==> src/rtl/parity_frame_rx_if.sv <==
// parity_frame_rx_if: parallel output port of the serial frame receiver.
//   DATA     received word, stable while VALID=1
//   VALID    DATA/PAR_ERR/FRM_ERR hold a frame
//   READY    consumer accepts; transfer on VALID & READY
//   PAR_ERR  parity mismatch for the presented frame
//   FRM_ERR  stop bit sampled low for the presented frame
// master = receiver side, slave = consumer side.
interface parity_frame_rx_if #(
   parameter int DATA_W = 8
);
   logic [DATA_W-1:0] DATA;
   logic              VALID;
   logic              READY;
   logic              PAR_ERR;
   logic              FRM_ERR;

   modport master (output DATA, VALID, PAR_ERR, FRM_ERR, input READY);
   modport slave  (input DATA, VALID, PAR_ERR, FRM_ERR, output READY);
endinterface

==> src/rtl/parity_frame_rx.sv <==
// parity_frame_rx: oversampled serial frame receiver with XOR parity check.
// Frame: start(0) / DATA_W data bits LSB first / parity / stop(1).
// Ports:
//   CLK      system clock, rising edge
//   RST_N    asynchronous active-low reset
//   RXD      serial line, idle high, asynchronous to CLK
//   rx       parallel word + error flags, valid/ready (master side)
//   OVERRUN  one-cycle pulse when a completed frame is dropped
//   BUSY     receiver is inside a frame (FSM not idle)
module parity_frame_rx #(
   parameter int DATA_W       = 8,
   parameter int CLKS_PER_BIT = 4,
   parameter int PARITY_ODD   = 0
) (
   input  logic                CLK,
   input  logic                RST_N,
   input  logic                RXD,
   parity_frame_rx_if.master   rx,
   output logic                OVERRUN,
   output logic                BUSY
);
   localparam int TW = $clog2(CLKS_PER_BIT);
   localparam int BW = $clog2(DATA_W + 1);
   localparam logic [TW-1:0] TICK_MID = TW'(CLKS_PER_BIT / 2 - 1);
   localparam logic [TW-1:0] TICK_END = TW'(CLKS_PER_BIT - 1);
   localparam logic [BW-1:0] BIT_LAST = BW'(DATA_W - 1);
   localparam logic          ODD      = (PARITY_ODD != 0);

   typedef enum logic [2:0] {S_IDLE, S_START, S_DATA, S_PARITY, S_STOP} state_t;

   state_t            state;
   logic              rx_s1, rx_s2;
   logic [TW-1:0]     tick;
   logic [BW-1:0]     bit_cnt;
   logic [DATA_W-1:0] shift;
   logic              par_err_q;
   logic              rxs;
   logic              tick_end;

   assign rxs      = rx_s2;
   assign tick_end = (tick == TICK_END);
   assign BUSY     = (state != S_IDLE);

   always_ff @(posedge CLK or negedge RST_N) begin
      if (!RST_N) begin
         // synchroniser resets high so the idle line never looks like a start
         rx_s1      <= 1'b1;
         rx_s2      <= 1'b1;
         state      <= S_IDLE;
         tick       <= '0;
         bit_cnt    <= '0;
         shift      <= '0;
         par_err_q  <= 1'b0;
         rx.DATA    <= '0;
         rx.VALID   <= 1'b0;
         rx.PAR_ERR <= 1'b0;
         rx.FRM_ERR <= 1'b0;
         OVERRUN    <= 1'b0;
      end else begin
         rx_s1   <= RXD;
         rx_s2   <= rx_s1;
         OVERRUN <= 1'b0;
         if (rx.VALID && rx.READY) rx.VALID <= 1'b0;

         case (state)
            S_IDLE: begin
               if (!rxs) begin
                  state <= S_START;
                  tick  <= '0;
               end
            end
            S_START: begin
               // mid-bit check rejects short low glitches
               if (tick == TICK_MID) begin
                  tick    <= '0;
                  bit_cnt <= '0;
                  state   <= rxs ? S_IDLE : S_DATA;
               end else begin
                  tick <= tick + 1'b1;
               end
            end
            S_DATA: begin
               if (tick_end) begin
                  tick <= '0;
                  for (int i = 0; i < DATA_W; i++)
                     if (bit_cnt == BW'(i)) shift[i] <= rxs;
                  bit_cnt <= bit_cnt + 1'b1;
                  if (bit_cnt == BIT_LAST) state <= S_PARITY;
               end else begin
                  tick <= tick + 1'b1;
               end
            end
            S_PARITY: begin
               if (tick_end) begin
                  tick      <= '0;
                  par_err_q <= (^shift) ^ rxs ^ ODD;
                  state     <= S_STOP;
               end else begin
                  tick <= tick + 1'b1;
               end
            end
            S_STOP: begin
               // complete at mid-stop so a back-to-back start edge is not missed
               if (tick_end) begin
                  tick  <= '0;
                  state <= S_IDLE;
                  if (!rx.VALID || rx.READY) begin
                     rx.DATA    <= shift;
                     rx.PAR_ERR <= par_err_q;
                     rx.FRM_ERR <= ~rxs;
                     rx.VALID   <= 1'b1;
                  end else begin
                     OVERRUN <= 1'b1;
                  end
               end else begin
                  tick <= tick + 1'b1;
               end
            end
            default: state <= S_IDLE;
         endcase
      end
   end
endmodule
==> src/flat_wrapper.sv <==
// flat-port wrapper written by rule: the top's interface ports become plain ports
module parity_frame_rx_flat 
#(
   parameter int DATA_W       = 8,
   parameter int CLKS_PER_BIT = 4,
   parameter int PARITY_ODD   = 0
)
  (CLK, RST_N, RXD, OVERRUN, BUSY, rx_DATA, rx_VALID, rx_PAR_ERR, rx_FRM_ERR, rx_READY);
  parity_frame_rx_if #(.DATA_W(DATA_W)) rx_i ();
  input  logic CLK;
  input  logic RST_N;
  input  logic RXD;
  output logic OVERRUN;
  output logic BUSY;
  output wire logic [$bits(rx_i.DATA)-1:0] rx_DATA;
  output wire logic [$bits(rx_i.VALID)-1:0] rx_VALID;
  output wire logic [$bits(rx_i.PAR_ERR)-1:0] rx_PAR_ERR;
  output wire logic [$bits(rx_i.FRM_ERR)-1:0] rx_FRM_ERR;
  input wire logic [$bits(rx_i.READY)-1:0] rx_READY;
  assign rx_DATA = rx_i.DATA;
  assign rx_VALID = rx_i.VALID;
  assign rx_PAR_ERR = rx_i.PAR_ERR;
  assign rx_FRM_ERR = rx_i.FRM_ERR;
  assign rx_i.READY = rx_READY;
  parity_frame_rx #(.DATA_W(DATA_W), .CLKS_PER_BIT(CLKS_PER_BIT), .PARITY_ODD(PARITY_ODD)) u_core (.CLK(CLK), .RST_N(RST_N), .RXD(RXD), .rx(rx_i), .OVERRUN(OVERRUN), .BUSY(BUSY));
endmodule
==> config.mk <==
export PLATFORM = sky130hd
export DESIGN_NAME = parity_frame_rx_flat
export DESIGN_NICKNAME = d
export VERILOG_FILES = /design/src/rtl/parity_frame_rx_if.sv /design/src/rtl/parity_frame_rx.sv /design/src/flat_wrapper.sv
export SDC_FILE = /design/constraint.sdc
export NUM_CORES = 1
export LEC_CHECK = 0
export CORE_MARGIN = 2
export CORE_UTILIZATION = 56
export DETAILED_ROUTE_END_ITERATION = 12
export GPL_TIMING_DRIVEN = 0
export PLACE_DENSITY = 0.78
export SLEW_MARGIN = 20
export SYNTH_ARGS = -nofsm -noshare
export SYNTH_HDL_FRONTEND = slang
export SYNTH_SLANG_ARGS = --single-unit
export TNS_END_PERCENT = 30
==> constraint.sdc <==
create_clock -name CLK -period 3.3 [get_ports CLK]
set_input_delay 0.825 -clock CLK [delete_from_list [all_inputs] [get_ports CLK]]
set_output_delay 0.825 -clock CLK [all_outputs]
set_load 0.02 [all_outputs]
==> flow_results.xml <==
<?xml version="1.0" encoding="UTF-8"?>
<metrics>
  <group name="status">
    <metric name="run_status" unit="">completed</metric>
  </group>
  <group name="yosys">
    <metric name="net_count_after_synthesis" unit="">166</metric>
    <metric name="synth-edff-count" unit="">0</metric>
    <metric name="synthCells" unit="">154</metric>
    <metric name="synth-warning-count" unit="">0</metric>
    <metric name="ys_dominant_reg_cell" unit="">sky130_fd_sc_hd__dfrtp_1</metric>
    <metric name="post_synth.cell_area_avg" unit="sq um">11.3</metric>
    <metric name="synth_sequential_area_ratio" unit="%">46.1</metric>
    <metric name="ys_top_cells_by_area" unit="">sky130_fd_sc_hd__dfrtp_1 43%, sky130_fd_sc_hd__mux2_2 9.7%, sky130_fd_sc_hd__ha_1 5.7%</metric>
    <metric name="synth_area" unit="sq um">1740</metric>
    <metric name="synth_cell_type_count" unit="">42</metric>
    <metric name="synth_seq_cells" unit="">32</metric>
    <metric name="synthDominantAreaCellType" unit="">sky130_fd_sc_hd__dfrtp_1</metric>
    <metric name="synth_largest_type_area_fraction" unit="%">43.1</metric>
    <metric name="synth-async-reset-ratio" unit="%">100</metric>
  </group>
  <group name="global_routing">
    <metric name="gr-total-overflow" unit="">0</metric>
    <metric name="grt_pass1_wl" unit="um">5750</metric>
    <metric name="first_global_vias" unit="">1195</metric>
    <metric name="grt_antenna_before_repair" unit="">0</metric>
    <metric name="grt.total_usage" unit="%">22.3</metric>
    <metric name="pin_count_of_the_biggest_net_entering_global_routing" unit="">33</metric>
  </group>
  <group name="timing">
    <metric name="final_tns_setup" unit="ns">0</metric>
    <metric name="final-max-slew-violation-count" unit="">0</metric>
    <metric name="achievable-frequency" unit="GHz">0.363</metric>
    <metric name="report.final.setup_viol" unit="">0</metric>
    <metric name="maxSlewHeadroom" unit="%">54.0</metric>
    <metric name="fin_crit" unit="ns">2.76</metric>
    <metric name="setup_ws" unit="ns">0.543</metric>
    <metric name="max_slew.worst_pin.slew" unit="ns">0.689</metric>
    <metric name="clock-skew-final" unit="ns">0.0122</metric>
    <metric name="fin_crit_sh" unit="%">83.5</metric>
    <metric name="grt_setup_unrepaired" unit="">false</metric>
    <metric name="finalHoldViolations" unit="">0</metric>
  </group>
  <group name="setup_path">
    <metric name="critical_path.startpoint_type" unit="">flop</metric>
    <metric name="type_of_element_capturing_the_critical_path" unit="">output port</metric>
    <metric name="critPathRequiredTime" unit="ns">2.47</metric>
    <metric name="critical_path_class" unit="">flop to output port</metric>
    <metric name="cp_max_fo" unit="">7</metric>
    <metric name="worstPathArrival" unit="ns">1.93</metric>
    <metric name="worst_setup_path_startpoint" unit="">u_core.state[2]</metric>
    <metric name="r2r-start" unit="">u_core.tick[0]</metric>
  </group>
  <group name="clocking">
    <metric name="clockRootBuffer" unit="">sky130_fd_sc_hd__clkbuf_4</metric>
    <metric name="number_of_sinks_driven_by_the_clock_tree" unit="">32</metric>
    <metric name="clkTransAtPathRegs" unit="ns">0.10</metric>
    <metric name="cts-resized-gates" unit="">0</metric>
    <metric name="clockBufferDepth" unit="">2</metric>
    <metric name="cts_post_setup_buffers_inserted" unit="">0</metric>
    <metric name="cts_tree" unit="">yes</metric>
    <metric name="cts-htree-levels" unit="">2</metric>
    <metric name="clkLatencyLatePin" unit="ns">0.34</metric>
    <metric name="cts_inserted_buffers" unit="">5</metric>
    <metric name="hold_buffers" unit="">0</metric>
  </group>
  <group name="routing">
    <metric name="m1WireLength" unit="um">1530</metric>
    <metric name="met2RoutedLength" unit="um">1640</metric>
    <metric name="route.met3.wl" unit="um">101</metric>
    <metric name="drc_violations_left" unit="">0</metric>
    <metric name="top_layer" unit="">met4</metric>
    <metric name="wl_per_cell" unit="um">15.8</metric>
    <metric name="drt-total-wl" unit="um">3330</metric>
    <metric name="drt_pass1_iterations" unit="">4</metric>
    <metric name="drt_iter0_drc" unit="">39</metric>
    <metric name="route.vias.total" unit="">1229</metric>
    <metric name="routed_via_density" unit="">5.82</metric>
    <metric name="antenna_violating_nets_post_route" unit="">0</metric>
  </group>
  <group name="worst_hold_path">
    <metric name="worst_hold_startpoint" unit="">u_core.rx_s1</metric>
    <metric name="timing.hold.worst.class" unit="">flop to flop</metric>
  </group>
  <group name="power_and_ir_drop">
    <metric name="power.density" unit="nW/um^2">575</metric>
    <metric name="power.leakage" unit="uW">0.000874</metric>
    <metric name="irDropWorstVdd" unit="V">0.000437</metric>
  </group>
  <group name="placed_design">
    <metric name="finalWeightedCongestion" unit="">0.868</metric>
    <metric name="dp_slack" unit="ns">0.944</metric>
    <metric name="buffer_ports.inserted" unit="">16</metric>
    <metric name="dp_hpwl" unit="um">2450</metric>
    <metric name="dp_cells" unit="">203</metric>
  </group>
  <group name="layout">
    <metric name="layoutNonFillerInstCount" unit="">211</metric>
    <metric name="layout-drive-gt1-share" unit="%">22.5</metric>
    <metric name="final_util" unit="%">66.6</metric>
    <metric name="n_antenna_cell" unit="">0</metric>
    <metric name="syn2layout_area_growth" unit="%">14.8</metric>
    <metric name="final_nets" unit="">189</metric>
  </group>
  <group name="die">
    <metric name="placeableCoreArea" unit="sq um">3000</metric>
    <metric name="std_cell_rows" unit="">20</metric>
    <metric name="fp.dieH" unit="um">59.8</metric>
    <metric name="die_width" unit="um">59.8</metric>
    <metric name="die_area" unit="sq um">3570</metric>
    <metric name="initial_util" unit="%">58.0</metric>
    <metric name="io_pins" unit="">17</metric>
  </group>
  <group name="job">
    <metric name="timing.max_cap.violations" unit="">0</metric>
  </group>
</metrics>
[power breakdown]
part	leakage [uW]	internal (uW)	switching (uW)	total, uW
logic	0.000402	192	249	441
registers	0.000434	427	47.6	474
clock network	0.0000380	101	134	235
total	0.000874	720	430	1150
[sequential cells by signal, indices dropped and copies added, names as in the netlist]
signal,cells
u_core.rx.FRM_ERR,1
u_core.rx.PAR_ERR,1
u_core.rx_s2,1
u_core.shift,8
u_core.rx_s1,1
u_core.state,3
u_core.rx.VALID,1
u_core.OVERRUN,1
u_core.par_err_q,1
u_core.tick,2
u_core.rx.DATA,8
u_core.bit_cnt,4
[cell usage in the layout, fill, tap and decap left out, types with 4 or more instances in the layout]
cell type                         Yosys  routed
sky130_fd_sc_hd__nand3_1              6       6
sky130_fd_sc_hd__nor2_1               8       8
sky130_fd_sc_hd__nor3_1               4       4
sky130_fd_sc_hd__inv_1               11      11
sky130_fd_sc_hd__clkdlybuf4s50_1      0      15
sky130_fd_sc_hd__buf_2                3       4
sky130_fd_sc_hd__clkbuf_1             4       4
sky130_fd_sc_hd__o21ai_0              6       6
sky130_fd_sc_hd__a31oi_1              4       4
sky130_fd_sc_hd__clkbuf_4             0       5
sky130_fd_sc_hd__ha_1                 8       8
sky130_fd_sc_hd__dfrtp_1             30      30
sky130_fd_sc_hd__a21oi_1              4       4
sky130_fd_sc_hd__xnor2_1              6       6
sky130_fd_sc_hd__mux2_2              15      15
sky130_fd_sc_hd__nand2_1              6       6
[cells by family after synthesis]
| logic type | Yosys count | synth area share, % |
|---|---|---|
| flops | 32 | 46.1 |
| compound gates | 24 | 10.1 |
| simple gates | 42 | 15.1 |
| fa+ha+maj | 8 | 5.74 |
| xor+xnor | 9 | 5.31 |
| buf+inv | 18 | 4.09 |
| mux | 21 | 13.6 |
[final timing paths]
check / endpoint / slack (ns) / cells past startpoint
worst max-delay path: BUSY / 0.54 / 3
worst min-delay path: u_core.rx_s2 / 0.36 / 0
worst max register to register: u_core.state[0] / 1.26 / 5
worst min register to register: u_core.rx_s2 / 0.36 / 0
max in group asynchronous: u_core.state[0] / 2.33 / 1
min in group asynchronous: u_core.rx.DATA[1] / 0.51 / 1
[cell type report]
cell class,count,area (sq um)
clock buffers,6,51.3
plain buffers,7,30.0
fillers,227,1000
repair buffers,16,155
clock inverters,2,10.0
flip-flops and latches,32,803
well taps,33,41.3
inverters,11,41.3
multi-input cells,104,868
[metrics by stage]
step	instance area, sq um	hold slack [ns]	power (uW)
2_1_floorplan	1740	0.345	818
3_3_place_gp	1940	0.347	903
3_5_place_dp	1940	0.351	921
4_1_cts	2000	0.366	1160
5_1_grt	2000	0.370	1230
6_report	2000	0.364	1150
[routing by layer]
metal / GRT usage [%] / vias to the layer above
met5: 0 / -
met4: 8.57 / 0
met3: 8.01 / 5
met2: 35.2 / 19
met1: 27.7 / 610
li1: - / 595
[synth_stat cells (6+ instances only)]
cell / number
sky130_fd_sc_hd__inv_1: 11
sky130_fd_sc_hd__nand2_1: 6
sky130_fd_sc_hd__nor2_1: 8
sky130_fd_sc_hd__ha_1: 8
sky130_fd_sc_hd__o21ai_0: 6
sky130_fd_sc_hd__xnor2_1: 6
sky130_fd_sc_hd__mux2_2: 15
sky130_fd_sc_hd__nand3_1: 6
sky130_fd_sc_hd__dfrtp_1: 30
[critical path: stages, from the launching register on]
cell and delay, ns:
sky130_fd_sc_hd__dfrtp_1 0.48, sky130_fd_sc_hd__nor3_1 0.49, sky130_fd_sc_hd__inv_1 0.08, sky130_fd_sc_hd__clkdlybuf4s50_1 0.55
(Power assumes the default switching activity.)
